### config.mk
export PLATFORM = sky130hd
export DESIGN_NAME = bulk_in_sched
export DESIGN_NICKNAME = d
export VERILOG_FILES = /design/src/rtl/bulk_in_pkg.sv /design/src/rtl/bulk_in_mux.sv /design/src/rtl/bulk_in_sched.sv
export SDC_FILE = /design/constraint.sdc
export NUM_CORES = 1
export LEC_CHECK = 0
export CORE_ASPECT_RATIO = 1.4
export CORE_MARGIN = 1
export CORE_UTILIZATION = 44
export CTS_BUF_LIST = sky130_fd_sc_hd__clkbuf_4 sky130_fd_sc_hd__clkbuf_8
export DETAILED_ROUTE_END_ITERATION = 10
export GPL_TIMING_DRIVEN = 0
export PLACE_DENSITY_LB_ADDON = 0.08
export SYNTH_ARGS = -nofsm -noshare
export SYNTH_HDL_FRONTEND = slang
export SYNTH_SLANG_ARGS = --single-unit
export TNS_END_PERCENT = 1
### constraint.sdc
create_clock -name bulk_ep_in_clock -period 2.6 [get_ports bulk_ep_in_clock]
set_clock_uncertainty 0.2 [all_clocks]
set_input_delay 0.26 -clock bulk_ep_in_clock [delete_from_list [all_inputs] [get_ports bulk_ep_in_clock]]
set_output_delay 0.26 -clock bulk_ep_in_clock [all_outputs]
set_load 0.03 [all_outputs]
### src/rtl/bulk_in_pkg.sv
// Shared types and helpers for the bulk IN scheduler: FSM states,
// response codes and a constant-foldable ceil(log2).
package bulk_in_pkg;

  typedef enum logic [1:0] {
    ST_IDLE    = 2'd0,
    ST_XFER    = 2'd1,
    ST_WAIT_HS = 2'd2
  } state_t;

  typedef enum logic [2:0] {
    RESP_NONE  = 3'd0,
    RESP_DATA  = 3'd1,
    RESP_NAK   = 3'd2,
    RESP_STALL = 3'd3,
    RESP_ZLP   = 3'd4
  } resp_t;

  // ceil(log2(v)); returns 0 for v <= 1.
  function automatic int unsigned clog2(input int unsigned v);
    int unsigned r;
    r = 0;
    for (int unsigned i = 0; i < 32; i++) begin
      if ((32'd1 << i) < v) r = i + 1;
    end
    return r;
  endfunction

endpackage

### src/rtl/bulk_in_mux.sv
// N:1 AXI-stream select of the endpoint byte streams onto the shared IN path,
// with ready steered back only to the selected endpoint.
module bulk_in_mux
  import bulk_in_pkg::*;
#(
  parameter int unsigned NUM_EP = 2,
  parameter int unsigned SEL_W  = 1
) (
  input  logic                  en,
  input  logic [SEL_W-1:0]      sel,
  input  logic [NUM_EP-1:0]     ep_tvalid_i,
  input  logic [NUM_EP-1:0]     ep_tlast_i,
  input  logic [8*NUM_EP-1:0]   ep_tdata_i,
  output logic [NUM_EP-1:0]     ep_tready_o,
  input  logic                  m_tready_i,
  output logic                  m_tvalid_o,
  output logic [7:0]            m_tdata_o,
  output logic                  src_tlast_o
);

  always_comb begin
    ep_tready_o = '0;
    m_tvalid_o  = 1'b0;
    m_tdata_o   = '0;
    src_tlast_o = 1'b0;
    if (en) begin
      for (int unsigned k = 0; k < NUM_EP; k++) begin
        if (sel == SEL_W'(k)) begin
          m_tvalid_o     = ep_tvalid_i[k];
          m_tdata_o      = ep_tdata_i[8*k +: 8];
          src_tlast_o    = ep_tlast_i[k];
          ep_tready_o[k] = m_tready_i;
        end
      end
    end
  end

endmodule

### src/rtl/bulk_in_sched.sv
// Bulk IN scheduler: answers IN tokens for NUM_EP endpoints, forwards one
// packet per token and tracks per-endpoint DATA toggle and ZLP obligation.
module bulk_in_sched
  import bulk_in_pkg::*;
#(
  parameter int unsigned NUM_EP  = 2,
  parameter int unsigned EP_BASE = 1,
  parameter int unsigned MAX_PKT = 512
) (
  input  logic                  bulk_ep_in_clock,
  input  logic                  reset_n,
  input  logic                  tok_valid_i,
  input  logic [3:0]            tok_ep_i,
  output logic                  resp_valid_o,
  output logic                  resp_nak_o,
  output logic                  resp_stall_o,
  output logic                  resp_zlp_o,
  output logic                  resp_pid1_o,
  input  logic                  hs_ack_i,
  input  logic                  hs_timeout_i,
  input  logic [NUM_EP-1:0]     toggle_clr_i,
  input  logic [NUM_EP-1:0]     ep_has_data_i,
  output logic [NUM_EP-1:0]     ep_xfer_o,
  input  logic [NUM_EP-1:0]     ep_tvalid_i,
  output logic [NUM_EP-1:0]     ep_tready_o,
  input  logic [NUM_EP-1:0]     ep_tlast_i,
  input  logic [8*NUM_EP-1:0]   ep_tdata_i,
  output logic                  m_tvalid_o,
  input  logic                  m_tready_i,
  output logic                  m_tlast_o,
  output logic [7:0]            m_tdata_o
);

  localparam int unsigned SEL_W = (NUM_EP > 1) ? clog2(NUM_EP) : 1;
  localparam int unsigned CNT_W = clog2(MAX_PKT);
  localparam logic [CNT_W-1:0] CNT_LAST = CNT_W'(MAX_PKT - 1);
  localparam logic [4:0] EP_LO = 5'(EP_BASE);
  localparam logic [4:0] EP_HI = 5'(EP_BASE + NUM_EP);

  state_t               state_q, state_d;
  resp_t                resp_q, resp_d;
  logic                 pid1_q, pid1_d;
  logic [SEL_W-1:0]     sel_q, sel_d;
  logic [CNT_W-1:0]     cnt_q, cnt_d;
  logic [NUM_EP-1:0]    toggle_q, toggle_d;
  logic [NUM_EP-1:0]    zlp_q, zlp_d;
  logic                 is_zlp_q, is_zlp_d;

  logic [4:0]           tok_ext;
  logic                 tok_in_range;
  logic [SEL_W-1:0]     tok_idx;
  logic                 in_xfer;
  logic                 mux_tvalid;
  logic                 src_tlast;
  logic                 cnt_last;
  logic                 beat;

  assign tok_ext      = {1'b0, tok_ep_i};
  assign tok_in_range = (tok_ext >= EP_LO) && (tok_ext < EP_HI);
  assign tok_idx      = SEL_W'(tok_ext - EP_LO);
  assign in_xfer      = (state_q == ST_XFER);

  bulk_in_mux #(
    .NUM_EP (NUM_EP),
    .SEL_W  (SEL_W)
  ) u_mux (
    .en          (in_xfer),
    .sel         (sel_q),
    .ep_tvalid_i (ep_tvalid_i),
    .ep_tlast_i  (ep_tlast_i),
    .ep_tdata_i  (ep_tdata_i),
    .ep_tready_o (ep_tready_o),
    .m_tready_i  (m_tready_i),
    .m_tvalid_o  (mux_tvalid),
    .m_tdata_o   (m_tdata_o),
    .src_tlast_o (src_tlast)
  );

  assign cnt_last   = (cnt_q == CNT_LAST);
  assign m_tvalid_o = mux_tvalid;
  assign m_tlast_o  = in_xfer & (src_tlast | cnt_last);
  assign beat       = mux_tvalid & m_tready_i;

  always_comb begin
    ep_xfer_o = '0;
    if (in_xfer) begin
      for (int unsigned k = 0; k < NUM_EP; k++) begin
        if (sel_q == SEL_W'(k)) ep_xfer_o[k] = 1'b1;
      end
    end
  end

  assign resp_valid_o = (resp_q != RESP_NONE);
  assign resp_nak_o   = (resp_q == RESP_NAK);
  assign resp_stall_o = (resp_q == RESP_STALL);
  assign resp_zlp_o   = (resp_q == RESP_ZLP);
  assign resp_pid1_o  = pid1_q;

  always_ff @(posedge bulk_ep_in_clock) begin
    if (!reset_n) begin
      state_q  <= ST_IDLE;
      resp_q   <= RESP_NONE;
      pid1_q   <= 1'b0;
      sel_q    <= '0;
      cnt_q    <= '0;
      toggle_q <= '0;
      zlp_q    <= '0;
      is_zlp_q <= 1'b0;
    end else begin
      state_q  <= state_d;
      resp_q   <= resp_d;
      pid1_q   <= pid1_d;
      sel_q    <= sel_d;
      cnt_q    <= cnt_d;
      toggle_q <= toggle_d;
      zlp_q    <= zlp_d;
      is_zlp_q <= is_zlp_d;
    end
  end

  always_comb begin
    state_d  = state_q;
    resp_d   = RESP_NONE;
    pid1_d   = 1'b0;
    sel_d    = sel_q;
    cnt_d    = cnt_q;
    toggle_d = toggle_q;
    zlp_d    = zlp_q;
    is_zlp_d = is_zlp_q;
    unique case (state_q)
      ST_IDLE: begin
        if (tok_valid_i) begin
          if (!tok_in_range) begin
            resp_d = RESP_STALL;
          end else if (zlp_q[tok_idx]) begin
            resp_d   = RESP_ZLP;
            pid1_d   = toggle_q[tok_idx];
            sel_d    = tok_idx;
            is_zlp_d = 1'b1;
            state_d  = ST_WAIT_HS;
          end else if (ep_has_data_i[tok_idx]) begin
            resp_d   = RESP_DATA;
            pid1_d   = toggle_q[tok_idx];
            sel_d    = tok_idx;
            cnt_d    = '0;
            is_zlp_d = 1'b0;
            state_d  = ST_XFER;
          end else begin
            resp_d = RESP_NAK;
          end
        end
      end
      ST_XFER: begin
        if (beat) begin
          cnt_d = cnt_q + 1'b1;
          if (m_tlast_o) state_d = ST_WAIT_HS;
          // A full packet that also ends the transfer must be followed by a ZLP.
          if (src_tlast && cnt_last) zlp_d[sel_q] = 1'b1;
        end
      end
      ST_WAIT_HS: begin
        if (hs_ack_i) begin
          toggle_d[sel_q] = ~toggle_q[sel_q];
          if (is_zlp_q) zlp_d[sel_q] = 1'b0;
          state_d = ST_IDLE;
        end else if (hs_timeout_i) begin
          state_d = ST_IDLE;
        end
      end
      default: state_d = ST_IDLE;
    endcase
    // Configuration-level clear overrides anything decided above this cycle.
    toggle_d = toggle_d & ~toggle_clr_i;
    zlp_d    = zlp_d & ~toggle_clr_i;
  end

endmodule

==> flow_metrics.tcl <==
set metrics [dict create \
    outcome "finished, final reports clean" \
    fp.dieW_um 47.8 \
    crit_buf_inv 3 \
    arrival_ns 2.04 \
    io_pins 53 \
    swShare_pct 26.4 \
    cp-start-kind "flip-flop" \
    synthArstFlopShare_pct 0 \
    synthFlopType "dfxtp_1" \
    fin_util_pct 69.6 \
    p_switching_uw 164 \
    critical_path.max_stage_delay_ns 0.68 \
    grt_pass1_wl_mm 5.09 \
    clock_power_share_pct 25.8 \
    seq_power_share_pct 53.0 \
    synthCells 160 \
    drt_pass1_iterations 4 \
    timing.final.hold_violations 0 \
    finalSetupViolCount 0 \
    crit_family "buffers and inverters" \
    slew_headroom_pct 64.8 \
    htree_levels 1 \
    synthesis.area_um2 1290 \
    dieArea_um2 3160 \
    final_common_cell "clkdlybuf4s50_1" \
    grt_max_degree 13 \
    synthToLayoutAreaGrowth_pct 45.3 \
    num_vias 1331 \
    start_util_pct 47.9 \
    yosys_register_bits 21 \
    grt_pass1_vias 1268 \
    avgSynthCellArea_um2 8.07 \
    worst_pin_slew_ns 0.521 \
    slew_violations 0 \
    dpl.hpwl_mm 2.59 \
    crit_path_end_kind "output port" \
    ir_drop_mv 0.237 \
    layout.cells.non_filler 250 \
    ys_seq_area_share_pct 32.6 \
    wl_mm 3.13 \
    seqCellArea_um2 420 \
    path_max_fanout 10 \
    finalCritPeriodShare_pct 96.1 \
    synth_fp_nets 199 \
    crit_path_cell_trace "clkbuf_1 > clkbuf_4 > and3_1 > clkdlybuf4s50_1" \
    synth_edf_count 0 \
    n_antenna_cell 0 \
    pwr-share-comb_pct 21.2 \
    multi_input_area_um2 802 \
    numCtsBuffers 3 \
    num-fill-cells 234 \
    port_buffers 50 \
    die_h_um 66.1 \
    hold_path_class "input port to flip-flop" \
    core_area_um2 2700 \
    internal-power_uw 457 \
    period_needed_ns 2.50 \
    clk_latency_ns 0.31 \
    crit_type "flip-flop to output port" \
    antenna_found_initial 0 \
    clk_pin_slew_ns 0.12 \
    leakage_nw 0.811 \
    place_inst 246 \
    rsz0062_at_grt "false" \
    p_per_area_nw_per_um2 331 \
    cts_buffer_depth 2 \
    ys_warn_count 0 \
    synthDistinctLibCells 39 \
    cts.sinks 21 \
    vias_per_cell 5.32 \
    timing.fmax_mhz 400 \
    drc 0 \
    overflow 0 \
    finalNetCount 254 \
    num_rows 22 \
    cts_tree "built" \
    track_usage_pct 21.6 \
    first_iter_violations 16 \
    max_cap_violations 0 \
    wire_per_inst_um 12.5 \
    drive_gt1_share_pct 6.54 \
    gp_congestion 0.818 \
    cp.required_ns 2.14 \
    antenna_left 0 \
    cts-root-buf "clkbuf_4" \
    ctsHoldBuffers 0 \
    final_cell_mix "38 x clkdlybuf4s50_1, 23 x nor2_1, 21 x dfxtp_1, 12 x a21oi_1, 11 x mux2i_1" \
    slowest_stage "clkdlybuf4s50_1" \
]
## cell families after synthesis
logic type,count (synthesis),share of synthesized area [%]
AND/OR/NAND/NOR,72,28.7
AO/OA/AOI/OAI,29,15.6
flip-flops,21,32.6
buffers and inverters,16,5.33
multiplexers,13,10.3
adder cells (fa/ha/maj),5,4.84
XOR/XNOR,4,2.71
## cell type report
| class | count | area share (%) |
|---|---|---|
| Sequential cell | 21 | 22.4 |
| Multi-Input combinational cell | 123 | 42.7 |
| Clock buffer | 3 | 1.20 |
| Timing Repair Buffer | 50 | 27.1 |
| Inverter | 10 | 2.00 |
| Buffer | 6 | 1.93 |
| Tap cell | 36 | 2.40 |
| Clock inverter | 1 | 0.267 |
## worst reg2reg max path: stages, from the launching register on
cell and delay, ns:
dfxtp_1 0.36, or3b_4 0.41, a2111oi_4 0.41, o211ai_2 0.16, buf_2 0.21, or3_1 0.32, a21oi_1 0.14
## final timing paths
kind | slack, ns | end | cells after the start | start
setup / recovery | 0.10 | ep_tready_o[1] | 4 | sel_q$_SDFFE_PN0P_
hold / removal | 0.07 | sel_q$_SDFFE_PN0P_ | 4 | tok_ep_i[0]
setup reg to reg | 0.33 | cnt_q[6]$_SDFFE_PN0P_ | 6 | zlp_q[1]$_SDFF_PN0_
hold reg to reg | 0.27 | is_zlp_q$_SDFFE_PN0P_ | 2 | is_zlp_q$_SDFFE_PN0P_
## synth_stat cells, drive strengths merged (5+ instances only)
library cell,count,area share (%)
nor2,23,6.7
dfxtp,21,33
a21oi,12,4.7
mux2i,11,8.5
inv,10,2.9
nand2,10,2.9
nand3,8,3.1
o21ai,6,2.3
ha,5,4.8
or3,5,2.4
## through the flow
step | instance area, um^2 | setup WS, ns | setup TNS (ns) | hold WS [ns] | total power [mW]
floorplan | 1290 | 0.430 | 0 | 0.235 | 0.399
global placement | 1840 | -0.0503 | -0.0792 | 0.248 | 0.465
detailed placement | 1840 | -0.0717 | -0.196 | 0.249 | 0.468
CTS | 1860 | -0.0258 | -0.0258 | 0.0725 | 0.622
global route | 1880 | 0.0223 | 0 | 0.103 | 0.646
finish | 1880 | 0.100 | 0 | 0.0735 | 0.621
## registers in the layout (all words and copies together) (netlist names)
name / cells
cnt_q: 9
resp_q: 3
toggle_q: 2
state_q: 2
zlp_q: 2
is_zlp_q: 1
sel_q: 1
resp_pid1_o: 1
## routing by layer
| metal | global-route usage (%) | vias up | share of wire, % |
|---|---|---|---|
| li1 | - | 677 | - |
| met3 | 4.92 | 2 | 4.4 |
| met5 | 0 | - | 0 |
| met2 | 40.2 | 42 | 55 |
| met4 | 3.82 | 0 | 0.58 |
| met1 | 23.4 | 610 | 40 |
## power groups by stage
stage / Sequential (mW) / Clock (mW) / Combinational [mW]
2_1_floorplan: 0.335 / 0 / 0.0632
3_3_place_gp: 0.336 / 0 / 0.129
3_5_place_dp: 0.336 / 0 / 0.132
4_1_cts: 0.329 / 0.161 / 0.132
5_1_grt: 0.330 / 0.173 / 0.143
6_report: 0.329 / 0.160 / 0.131
## what timing repair did
action,4_1_cts,5_1_grt
cloned,0,0
pin swaps,0,0
setup endpoints to repair,12,7
gates resized for setup,8,7
setup buffers,0,0
hold endpoints to repair,0,0
Power figures use the tool's default switching activity.
